$ cat config.mk
export PLATFORM = sky130hd
export DESIGN_NAME = matrix_stream_adapter
export DESIGN_NICKNAME = d
export VERILOG_FILES = /design/src/rtl/matrix_stream_adapter.sv
export SDC_FILE = /design/constraint.sdc
export NUM_CORES = 1
export LEC_CHECK = 0
export CAP_MARGIN = 20
export CORE_MARGIN = 2
export CORE_UTILIZATION = 30
export DETAILED_ROUTE_END_ITERATION = 8
export MAX_ROUTING_LAYER = met4
export PLACE_DENSITY_LB_ADDON = 0.15
export SETUP_SLACK_MARGIN = 0.02
export SLEW_MARGIN = 20
export SYNTH_ARGS = -nofsm -noshare
export SYNTH_HDL_FRONTEND = slang
export SYNTH_SLANG_ARGS = --single-unit
$ cat constraint.sdc
create_clock -name clk -period 3.1 [get_ports clk]
set_input_delay 0.62 -clock clk [delete_from_list [all_inputs] [get_ports clk]]
set_output_delay 0.62 -clock clk [all_outputs]
set_load 0.02 [all_outputs]
$ cat src/rtl/matrix_stream_adapter.sv
// Serial front end for the 4x4 matrix add/sub unit: assembles two 16-element
// operands from a 16-bit stream, strobes the unit, then streams the result out.
module matrix_stream_adapter (
  input  logic         clk,
  input  logic         reset,
  input  logic         in_valid,
  output logic         in_ready,
  input  logic [15:0]  in_data,
  input  logic         op_sub,
  output logic         out_valid,
  input  logic         out_ready,
  output logic [15:0]  out_data,
  output logic         out_last,
  output logic         busy,
  output logic [255:0] m1,
  output logic [255:0] m2,
  output logic         select_op,
  output logic         alu_enable,
  input  logic [255:0] alu_result
);

  localparam int WORD_W = 16;
  localparam int DIM    = 4;
  localparam int BUS_W  = DIM * DIM * WORD_W;

  typedef enum logic [1:0] {
    ST_LOAD  = 2'd0,
    ST_EXEC  = 2'd1,
    ST_WAIT  = 2'd2,
    ST_DRAIN = 2'd3
  } state_t;

  state_t             state_r;
  state_t             state_next_s;
  logic [4:0]         count_r;
  logic [4:0]         count_next_s;
  logic [BUS_W-1:0]   m1_r;
  logic [BUS_W-1:0]   m2_r;
  logic [BUS_W-1:0]   result_r;
  logic               select_op_r;
  logic               alu_enable_r;
  logic               out_valid_r;
  logic               out_last_r;
  logic [WORD_W-1:0]  out_data_r;
  logic               in_ready_s;
  logic               in_xfer_s;
  logic               out_xfer_s;

  // Element idx of a packed 16-element bus (element k at bits [k*16+15:k*16]).
  function automatic logic [WORD_W-1:0] get_elem(input logic [BUS_W-1:0] bus,
                                                 input logic [3:0] idx);
    return bus[{idx, 4'd0} +: WORD_W];
  endfunction

  assign in_ready_s = (state_r == ST_LOAD);
  assign in_xfer_s  = in_valid && in_ready_s;
  assign out_xfer_s = out_valid_r && out_ready;

  // Next-state and shared element counter.
  always_comb begin
    state_next_s = state_r;
    count_next_s = count_r;
    case (state_r)
      ST_LOAD: begin
        if (in_xfer_s && (count_r == 5'd31)) begin
          state_next_s = ST_EXEC;
          count_next_s = 5'd0;
        end else if (in_xfer_s) begin
          count_next_s = count_r + 5'd1;
        end else begin
          count_next_s = count_r;
        end
      end
      ST_EXEC:  state_next_s = ST_WAIT;
      ST_WAIT:  state_next_s = ST_DRAIN;
      ST_DRAIN: begin
        if (out_xfer_s && (count_r == 5'd15)) begin
          state_next_s = ST_LOAD;
          count_next_s = 5'd0;
        end else if (out_xfer_s) begin
          count_next_s = count_r + 5'd1;
        end else begin
          count_next_s = count_r;
        end
      end
      default: begin
        state_next_s = ST_LOAD;
        count_next_s = 5'd0;
      end
    endcase
  end

  // State, operand assembly, result capture and registered output stage.
  always_ff @(posedge clk or negedge reset) begin
    if (!reset) begin
      state_r      <= ST_LOAD;
      count_r      <= 5'd0;
      m1_r         <= '0;
      m2_r         <= '0;
      result_r     <= '0;
      select_op_r  <= 1'b0;
      alu_enable_r <= 1'b0;
      out_valid_r  <= 1'b0;
      out_last_r   <= 1'b0;
      out_data_r   <= 16'd0;
    end else begin
      state_r      <= state_next_s;
      count_r      <= count_next_s;
      alu_enable_r <= (state_next_s == ST_EXEC) || (state_next_s == ST_WAIT);
      if (in_xfer_s) begin
        if (count_r[4]) begin
          m2_r[{count_r[3:0], 4'd0} +: WORD_W] <= in_data;
        end else begin
          m1_r[{count_r[3:0], 4'd0} +: WORD_W] <= in_data;
        end
        if (count_r == 5'd0) begin
          select_op_r <= op_sub;
        end
      end
      // Word 0 is presented straight from the unit's bus on the capture edge.
      if (state_r == ST_WAIT) begin
        result_r    <= alu_result;
        out_valid_r <= 1'b1;
        out_data_r  <= get_elem(alu_result, 4'd0);
        out_last_r  <= 1'b0;
      end else if (out_xfer_s && (count_r == 5'd15)) begin
        out_valid_r <= 1'b0;
        out_data_r  <= 16'd0;
        out_last_r  <= 1'b0;
      end else if (out_xfer_s) begin
        out_data_r  <= get_elem(result_r, count_r[3:0] + 4'd1);
        out_last_r  <= (count_r == 5'd14);
      end
    end
  end

  assign in_ready   = in_ready_s;
  assign busy       = !((state_r == ST_LOAD) && (count_r == 5'd0));
  assign m1         = m1_r;
  assign m2         = m2_r;
  assign select_op  = select_op_r;
  assign alu_enable = alu_enable_r;
  assign out_valid  = out_valid_r;
  assign out_last   = out_last_r;
  assign out_data   = out_data_r;

endmodule
* After elaboration in Yosys (flattened, before gate mapping)
Index checks and enable logic that the tools add are counted.
** Operators by class
- Add/subtract/negate cells :: 3
- Eq/ne operators :: 10
- Shift operators :: 3
- Mux-type cells :: 18
- Bitwise logic cells :: 1
- Reduce and logical (&&, ||, !) cells :: 16
** Operators by type and width (number)
- 256-bit bitwise mux :: 2
- 16-bit by 10-bit variable shift with 256-bit output, first input constant :: 1
- 16-bit by 10-bit variable part select with 256-bit output :: 1
- 256-bit by 9-bit variable part select with 16-bit output :: 1
- 16-bit two-way mux :: 3
- 5-bit two-way mux :: 4
- 5-bit by 4-bit equality test with 1-bit output, second input constant :: 2
- 8-bit negation with 10-bit output :: 1
- 5-bit one-hot mux with 2 select lines :: 1
- 2-bit one-hot mux with 4 select lines :: 1
- 2-bit equality test, second input constant :: 3
- 2-bit AND reduction :: 3
- 5-bit by 1-bit adder with 5-bit output, second input constant :: 1
- 5-bit equality test, second input constant :: 1
- 1-bit logical AND :: 5
- 5-bit logical NOT :: 1
- 1-bit two-way mux :: 5
- 4-bit by 1-bit adder with 4-bit output, second input constant :: 1
- 2-bit by 1-bit equality test with 1-bit output, second input constant :: 2
- 2-bit two-way mux :: 2
- 2-bit nonzero test :: 2
- 3-bit by 1-bit != test with 1-bit output, second input constant :: 1
- 3-bit != test, second input constant :: 1
- 3-bit AND reduction :: 1
- 5 further kinds :: 5
** Word-level totals
- Bits in registers :: 795
- Input port bits :: 277
- Output and inout bits :: 534
- Word-level logic and storage cells :: 61

* Logic depth before layout (Yosys ltp)
- Word-level depth :: 7
- Mapped depth :: 12
- Depth with buffers taken out :: 8

* Least setup slack after synthesis
Ideal clock, no wire load.
- Kind :: register to register
- Start :: register count_r[0]
- End :: register m1_r[192] (netlist: m1[192])
- Arrival time :: 2.796 ns
- Slack :: 0.179 ns
- Stages on the path, launching flop included :: 13
- Buffers on the path :: 5
- Cells stage by stage :: dfrtp_1 -> buf_2 -> inv_2 -> buf_2 -> clkbuf_1 -> ha_1 -> buf_4 -> and2b_1 -> nor2_1 -> nand2_1 -> nor4_4 -> buf_6 -> mux2_2
** On the way
- Longest elaborated chain between the ends :: 3
- Elaborated cells on any way between the ends :: 4
- Those cells by class :: 1 x add/sub; 2 x shift; 1 x mux
** RTL lines
- start: declaration :: line 35 : logic [4:0] count_r;
- start signal: assignment :: line 108 : count_r <= count_next_s;
- 8-bit negation with 10-bit output * :: line 114 : m1_r[{count_r[3:0], 4'd0} +: WORD_W] <= in_data;
- 16-bit by 10-bit variable part select with 256-bit output / 16-bit by 10-bit variable shift with 256-bit output (equally long branches) :: line 114
- 256-bit bitwise mux * :: line 114
- end signal: indexed assignment :: line 114
- end: declaration :: line 37 : logic [BUS_W-1:0] m1_r;
Every way passes the cells marked *; elsewhere a longest branch is shown, timed or not.
A chain may end at the register's enable or synchronous reset.

* Final worst setup path
- Start :: register count_r[0]
- End :: output port busy
** On the way
- Longest elaborated chain between the ends :: 3
** RTL lines
- 5-bit logical NOT :: line 138 : assign busy = !((state_r == ST_LOAD) && (count_r == 5'd0));
- 1-bit logical AND :: line 138
- 1-bit logical NOT :: line 138
- end: declaration :: line 14 : output logic busy,
Every way passes these cells.

==> run metrics <==
Leak=slightly above 0.02 µW; post-synth top area cell=dfrtp_1; post-route setup slack=197.3 ps; CP Cell Sequence=inv_8, ha_4, nor2b_4, nor2b_1, nand3_1, buf_4; vias in the first global route=approximately 24,000; core area=109,000 µm²; final period utilization=93.64%; port bufs=810; sequential area share after synthesis=roughly 60%; initial DRC count=about 970; layout net count=3,375; CTS tree=built; Max Cap Violations=0; Final Hold Viols=0; Setup violations, final=0; Net Sw Frac=33.55%; WHS=479.7 ps; Area Growth Syn to Fin=40.96%; CP startpoint kind=register; global-route wire length before repair=171.9 mm; final worst path period need=2903 ps; multi-input logic area=12,430 µm²; layout cell share with drive strength beyond 1=34.24%; slew margin rel.=37.26%; wirelength, routed=between 100 and 150 mm; fillers=10,010; Mapped Cells=2,230; Ys Warns=0; antenna-violating nets left=0; CP endpoint kind=output port; num ports=811; Tot Pwr=41,550 µW; clock latency on the worst-skew pair=670 ps; CTS root buffer=clkbuf_16; delay of the slowest critical-path stage=520 ps; NetSw=approximately 14,000 µW; critical path's slowest cell=dfrtp_4; CP required=between 2000 and 2500 ps; Initial Util=30.30%; RSZ-0062 raised after global routing=false; worst slew pin tran=938.1 ps; WS Path Type=reg -> out; fin util=42.71%; sequential power share=34.9%; total grt overflow=0; Worst Hold Class=reg -> reg; largest net degree at the start of global routing=109; Area contributors post-synth=dfrtp_1, mux2_2, mux4_2; Max Buffers Root-to-Sink=3; async set-reset flop share out of synthesis=100.0%; Critical Path Fanout Max=9; number of synthesized flops with an enable pin=0; gr usage total=21.64%; top-area cell type share of the netlist area=60.23%; Clock power frac=27.8%; Syn Nets=2,518; chip width=335.8 µm; Final Max Slew Viols=0; ys flop type=dfrtp_1; row count=121; Setup TNS=0 ps; Yosys reg bits=795; DRT Pass-1 Iters=7; Worst Skew=17.26 ps; Max Freq=0.3445 GHz; power per cell area=approximately 890 nW/µm²; Worst EP arrival=about 2300 ps; Via density=4.819; Die H=335.8 µm; Worst VDD drop=~0.0006 V; Seq. cell area=19,900 µm²; initial antenna violation count=21; P_int=27,610 µW; GPL Wtd Cong=slightly below 0.9; Syn Std Cell Area=33,030 µm²; CTS Sinks=795; DP Wirelength=89.57 mm; die area=approximately 110,000 µm²; run status=complete, no violations; H-tree Lvls=3; Setup WS pre-CTS=76.28 ps; Vias=between 20,000 and 25,000; combinational share of power=37.2%; clock buffer count from CTS=94; number of distinct library cells after synthesis=64; Mean Syn Cell Area=14.81 µm²; DRC=0; WL/cell=26.13 µm; clock slew at reported path FFs=approximately 60 ps
[final timing paths]
| path | from | end | slack, ps | depth (start not counted) |
|---|---|---|---|---|
| worst min-delay path | m2[183] | m2[183] | 480 | 2 |
| min in group asynchronous | reset | m1[227] | 510 | 2 |
| worst max-delay path | count_r[0] | busy | 200 | 6 |
| worst min register to register | m2[183] | m2[183] | 480 | 2 |
| worst max register to register | count_r[0] | out_data[2] | 370 | 8 |
| max in group asynchronous | reset | result_r[109] | 1520 | 3 |
[state kept, by name, indices dropped and copies added, names as in the netlist]
| signal | flops |
|---|---|
| m1 | 256 |
| result_r | 256 |
| out_data | 16 |
| alu_enable | 1 |
| select_op | 1 |
| m2 | 256 |
| count_r | 5 |
| state_r | 2 |
| out_valid | 1 |
| out_last | 1 |
[routing by layer]
metal	part of all wire [%]	vias up	GRT usage, %	routed length (µm)
met1	39	11530	24.68	47120
met4	3.0	0	6.831	3599
met2	50	752	36.46	59790
met5	0	-	-	0
li1	-	9690	-	-
met3	7.9	164	6.471	9531
[power groups by stage]
stage / clock network [µW] / logic, µW / registers [µW]
5_1_grt: 12300 / 16600 / 14800
3_3_place_gp: 0 / 15600 / 14600
4_1_cts: 11900 / 15900 / 14600
3_5_place_dp: 0 / 15800 / 14700
6_report: 11600 / 15500 / 14500
2_1_floorplan: 0 / 8480 / 15200
[layout by cell type (no fill, tap or decap), drive strengths merged, types with 3 or more instances in the layout]
master / n
mux4: 64
a21o: 5
o21ai: 70
buf: 105
a21oi: 6
and3: 31
nor2b: 3
nand4: 3
clkbuf: 128
diode: 19
mux2: 706
ha: 11
clkinv: 24
clkdlybuf4s50: 807
a22oi: 16
nor2: 101
inv: 11
mux2i: 15
nor3: 6
dfrtp: 795
o21bai: 15
nor4: 3
xor2: 3
nand2: 160
nand3: 17
o221ai: 15
nand2b: 4
bufinv: 11
nor3b: 3
[Yosys cell counts (all sizes together), types with 2 or more instances]
| cell type | n |
|---|---|
| dfrtp | 795 |
| nor3b | 3 |
| mux2 | 706 |
| a21oi | 6 |
| and3 | 31 |
| nand4 | 3 |
| mux4 | 64 |
| xor2 | 3 |
| ha | 11 |
| inv | 6 |
| o311ai | 2 |
| nand2 | 160 |
| nand3 | 17 |
| nor2b | 3 |
| buf | 59 |
| nor3 | 6 |
| a21o | 5 |
| xnor2 | 2 |
| clkbuf | 94 |
| o21ai | 70 |
| nand2b | 4 |
| o221ai | 15 |
| nor2 | 101 |
| nor4 | 3 |
| or2 | 2 |
| mux2i | 15 |
| o21bai | 15 |
| a22oi | 16 |
[what timing repair did]
action	4_1_cts	5_1_grt
hold buffers	1	0
gates resized for setup	5	1
buffers inserted	0	3
hold endpoints to repair	36	0
endpoints found under the setup margin	2	2
[stage by stage]
stage	instances	area (µm²)
final	4593	46560
after global routing	4590	46550
after CTS	4571	46490
after floorplan	2230	33030
after global placement	4401	43200
after detailed placement	4401	43210
[logic make-up (layout without fill, tap and decap cells)]
logic type                 Yosys count  count (layout)  synth area share (%)
muxes                              785             785                 29.00
adders and majority gates           11              11                0.4167
buffers and inverters              160            1090                 2.322
AOI/OAI and AO/OA                  137             137                 2.674
and+or+nand+nor                    337             337                 5.091
xor gates and xnor gates             5               5                0.2690
other                                0              19                     0
DFF                                795             795                 60.23
[cell type report]
class,count,share of cell area [%]
timing repair buffer,914,19.59
inverter,7,0.07256
tap,1414,3.800
multi-input combinational,1275,26.71
clock buffer,128,5.823
clock inverter,41,1.172
antenna,19,0.1021
sequential,795,42.73
[critical path: cells and delay by family (launching register included)]
family,cells,cell delay (ps)
buf+inv,2,320
simple gates,3,530
flops,1,520
fa+ha+maj,1,230
Note: power is estimated with default switching activity, not from simulation.
